`src/rtl/seg_scan_driver_pkg.sv`:
```
// Shared constants for the multiplexed seven-segment scan driver:
// digit count, blank pattern and the active-low hex glyph table.
package seg_scan_driver_pkg;

    localparam int         NUM_DIGITS = 8;
    localparam logic [6:0] SEG_BLANK  = 7'h7F;

    // Segment order is {g,f,e,d,c,b,a}; a 0 bit lights the segment.
    localparam logic [6:0] SEG_HEX [16] = '{
        7'h40, 7'h79, 7'h24, 7'h30, 7'h19, 7'h12, 7'h02, 7'h78,
        7'h00, 7'h10, 7'h08, 7'h03, 7'h46, 7'h21, 7'h06, 7'h0E
    };

endpackage

```
`src/rtl/hex_to_seg7.sv`:
```
// Combinational nibble to active-low seven-segment glyph lookup.
module hex_to_seg7
    import seg_scan_driver_pkg::*;
(
    input  logic [3:0] i_nibble,
    output logic [6:0] o_seg
);

    assign o_seg = SEG_HEX[i_nibble];

endmodule

```
`src/rtl/seg_scan_driver.sv`:
```
// Eight-digit multiplexed hex display driver with frame-aligned (tear-free)
// value updates and optional leading-zero blanking.
module seg_scan_driver
    import seg_scan_driver_pkg::*;
#(
    parameter int REFRESH_DIV = 100000,
    parameter bit BLANK_LZ    = 1'b1
)
(
    input  logic        Clk,
    input  logic        Rst,
    input  logic [31:0] Value,
    input  logic        Load,
    input  logic        Enable,
    output logic [6:0]  out7,
    output logic [7:0]  en_out,
    output logic [2:0]  DigitIdx
);

    localparam int               CNT_W    = $clog2(REFRESH_DIV);
    localparam logic [CNT_W-1:0] CNT_LAST = CNT_W'(REFRESH_DIV - 1);

    logic [CNT_W-1:0] r_divCnt;
    logic [2:0]       r_digitIdx;
    logic [31:0]      r_shadow;
    logic [31:0]      r_disp;
    logic             r_pending;

    logic             w_termCnt;
    logic             w_frameEdge;
    logic             w_lit;
    logic [31:0]      w_upper;
    logic [6:0]       w_seg;

    assign w_termCnt   = (r_divCnt == CNT_LAST);
    assign w_frameEdge = w_termCnt && (r_digitIdx == 3'(NUM_DIGITS - 1));

    always_ff @(posedge Clk or negedge Rst) begin
        if (!Rst) begin
            r_divCnt   <= '0;
            r_digitIdx <= '0;
        end else if (w_termCnt) begin
            r_divCnt   <= '0;
            r_digitIdx <= r_digitIdx + 3'd1;
        end else begin
            r_divCnt   <= r_divCnt + 1'b1;
        end
    end

    // A load coinciding with the frame edge keeps pending set so its value
    // is shown one frame later; disp always takes the pre-edge shadow.
    always_ff @(posedge Clk or negedge Rst) begin
        if (!Rst) begin
            r_shadow  <= '0;
            r_disp    <= '0;
            r_pending <= 1'b0;
        end else begin
            if (Load) begin
                r_shadow  <= Value;
                r_pending <= 1'b1;
            end else if (w_frameEdge && r_pending) begin
                r_pending <= 1'b0;
            end
            if (w_frameEdge && r_pending) begin
                r_disp <= r_shadow;
            end
        end
    end

    // Shifting the current digit to the bottom gives both its nibble and,
    // via the remaining upper bits, the leading-zero test.
    assign w_upper = r_disp >> {r_digitIdx, 2'b00};

    hex_to_seg7 u_hexToSeg7 (
        .i_nibble (w_upper[3:0]),
        .o_seg    (w_seg)
    );

    assign w_lit = Enable && (!BLANK_LZ || (r_digitIdx == 3'd0) || (w_upper != 32'd0));

    always_ff @(posedge Clk or negedge Rst) begin
        if (!Rst) begin
            out7   <= SEG_BLANK;
            en_out <= 8'hFF;
        end else begin
            out7   <= w_lit ? w_seg : SEG_BLANK;
            en_out <= w_lit ? ~(8'b1 << r_digitIdx) : 8'hFF;
        end
    end

    assign DigitIdx = r_digitIdx;

endmodule
```
`config.mk`:
```
export PLATFORM = sky130hd
export DESIGN_NAME = seg_scan_driver
export DESIGN_NICKNAME = d
export VERILOG_FILES = /design/src/rtl/seg_scan_driver_pkg.sv /design/src/rtl/hex_to_seg7.sv /design/src/rtl/seg_scan_driver.sv
export SDC_FILE = /design/constraint.sdc
export NUM_CORES = 1
export LEC_CHECK = 0
export BUFFER_PORTS_ARGS = -buffer_cell sky130_fd_sc_hd__buf_2
export CORE_MARGIN = 1.5
export CORE_UTILIZATION = 60
export CTS_CLUSTER_DIAMETER = 150
export CTS_CLUSTER_SIZE = 30
export DETAILED_ROUTE_END_ITERATION = 8
export PLACE_DENSITY = 0.85
export SYNTH_ARGS = -nofsm -noshare
export SYNTH_HDL_FRONTEND = slang
export SYNTH_SLANG_ARGS = --single-unit
```
`constraint.sdc`:
```
create_clock -name Clk -period 6.35 [get_ports Clk]
set_input_delay 1.27 -clock Clk [delete_from_list [all_inputs] [get_ports Clk]]
set_output_delay 1.27 -clock Clk [all_outputs]
set_load 0.05 [all_outputs]
```
==> results.txt <==
clk root buf: clkbuf_8
DRC errors left: 0
Die W: 90.4 µm
Hold Buf Count CTS: 0
average size of a mapped cell: 13.0 µm²
DR WL/cell: 16.4 µm
IO Port Bufs: 53
# diodes: 0
WP data required: 6650 ps
Crit Path Class: reg -> reg
vias in the first global route: 2970
global route overflow: 0
final total power: 0.00114 W
fmax: 310 MHz
WL final: 8.32 mm
sequential share of the synthesized area: 0.550
PwrDens: 223 nW/µm²
layout cells sized above 1: 0.394
CTS resizes: 0
worst-path fanout max: 21
Final Hold Fails: 0
final cell count without fillers: 508
setup violators final: 0
Vias: 3004
outcome: complete, no violations
Area growth syn-to-layout: 11.9%
Post-Route Skew: 16.2 ps
placed cell area: 4930 µm²
Final period util: 0.509
Initial Util: 0.625
io pins: 54
gpl congestion: 0.940
core area: 7330 µm²
Yosys top cell area share: 0.464
Sum Neg Setup Slack: 0 ps
clock sink total: 100
WHS: 496 ps
Critical Path AT: 3530 ps
die span in y: 90.4 µm
CTS tree: done
maximum number of pins on one net before global-route repair: 64
worst rel slew slack: 0.498
Slew Viols, Final: 0
total track usage: 0.220
Post-Syn Instances: 353
Post-synth ARST share: 1.00
iteration-0 DRC count of the detailed router: 219
FF+latch count, synth: 100
minimum clock period: 3230 ps
post-synthesis instance area: 4580 µm²
Bufs on Longest Clock Path: 2
Num CTS Buffers: 9
final antenna-violating net count: 0
clk_lat worst skew: 360 ps
final net count: 453
Post-synth EDFFs: 0
synth unique cells: 48
worst-margin pin slew: 753 ps
post-CTS setup buffer count: 0
leak pwr: 2.36 nW
Worst VDD drop: 0.189 mV
CTS H-tree lvls: 3
Critical Path Source Type: register
post-DP HPWL: 5.89 mm
commonest non-fill, non-tap cell in the layout: dfrtp_1
# rows: 31
largest cells by area after synthesis: dfrtp_1 (46%), mux2_2 (16%), dfstp_2 (8.6%), mux4_2 (3.9%), ha_1 (3.5%)
Die Area: 8170 µm²
fill cell count: 529
Clock transition at path regs: 80 ps
via-per-instance ratio: 5.91
Yosys top cell by area: dfrtp_1
worst min path class: reg -> reg
Synthesis Warnings: 0
Post-synth top flop: dfrtp_1
Placed Cells: 492
syn_nets: 402
total of max-cap violations: 0
crit end category: register
Initial DRT Pass Iterations: 5
first-pass GRT wire length: 14.2 mm
RSZ-0062 raised after global routing: no
most frequent cells in the layout: dfrtp_1 (85), mux2_2 (64), buf_2 (52)
antenna violations before repair: 0
post-route cell area: 5130 µm²
## path summary, 6_finish.rpt
path	endpoint	slack [ps]	depth (start not counted)	from
hold / removal	r_divCnt[0]	500	1	r_divCnt[0]
setup reg to reg	out7[4]	3120	7	DigitIdx[0]
max in group asynchronous	r_divCnt[10]	4380	2	Rst
setup / recovery	out7[4]	3120	7	DigitIdx[0]
min in group asynchronous	r_divCnt[6]	840	1	Rst
hold reg to reg	r_divCnt[0]	500	1	r_divCnt[0]
## Yosys cell counts, types with 2 or more instances
| library cell | instances |
|---|---|
| inv_1 | 7 |
| dfstp_2 | 15 |
| dfrtp_1 | 85 |
| mux4_2 | 8 |
| buf_1 | 2 |
| nor3_1 | 9 |
| nor4b_1 | 2 |
| nor2b_1 | 3 |
| a211o_1 | 4 |
| mux2_2 | 64 |
| nor4_1 | 6 |
| xor2_1 | 5 |
| a21oi_1 | 7 |
| xnor2_1 | 10 |
| and4_1 | 2 |
| o22ai_1 | 2 |
| o21ai_0 | 9 |
| nor3b_1 | 2 |
| buf_2 | 2 |
| a211oi_1 | 2 |
| a221oi_1 | 2 |
| clkbuf_1 | 10 |
| nand2_1 | 22 |
| nand3_1 | 8 |
| mux2i_4 | 2 |
| a22oi_1 | 2 |
| and3_1 | 2 |
| nor2_1 | 21 |
| nand2b_1 | 2 |
| ha_1 | 13 |
| or3_1 | 2 |
| nand4_1 | 3 |
| mux2i_1 | 2 |
| or3b_1 | 2 |
## area by class of cell
type	count	area (µm²)	share of cell area
multi-input cells	230	1970	0.384
repair buffers	55	283	0.0551
inverters	8	30.0	0.00586
flip-flops and latches	100	2520	0.492
clock inverters	5	60.1	0.0117
well taps	99	124	0.0242
clock buffers	11	141	0.0276
## registers in the layout (all words and copies together), names as in the netlist
name       cells
DigitIdx       3
en_out         8
out7           7
r_disp        32
r_divCnt      17
r_pending      1
r_shadow      32
## per-layer routing
layer	global-route usage	wire, µm
met3	0.0581	516
met5	0	0
met4	0.103	259
met2	0.348	3990
met1	0.286	3550
## power by group
part	switching (W)	total (W)	internal, W	leakage, nW
combinational	0.0000336	0.0000633	0.0000297	1.00
clock	0.000211	0.000406	0.000195	0.105
sequential	0.0000114	0.000672	0.000661	1.25
## critical path, stage by stage, from the launching register on
cell     delay (ps)
dfrtp_1         810
mux4_2          600
mux2i_1         360
ha_1            280
o21ai_0         100
o41a_1          480
a21oi_2         350
a221o_1         180
## logic make-up after synthesis
family,share of synthesized area
multiplexers,0.211
buffers and inverters,0.0202
adder cells (fa/ha/maj),0.0355
AO/OA/AOI/OAI,0.0581
XOR/XNOR,0.0287
flip-flops,0.550
AND/OR/NAND/NOR,0.0966
## per-stage QoR
step,setup WS [ps],util
2_1_floorplan,3090,-
3_3_place_gp,3220,0.672
3_5_place_dp,3150,0.672
4_1_cts,3110,0.700
5_1_grt,2880,0.700
6_report,3120,0.700
(Power assumes the default switching activity.)
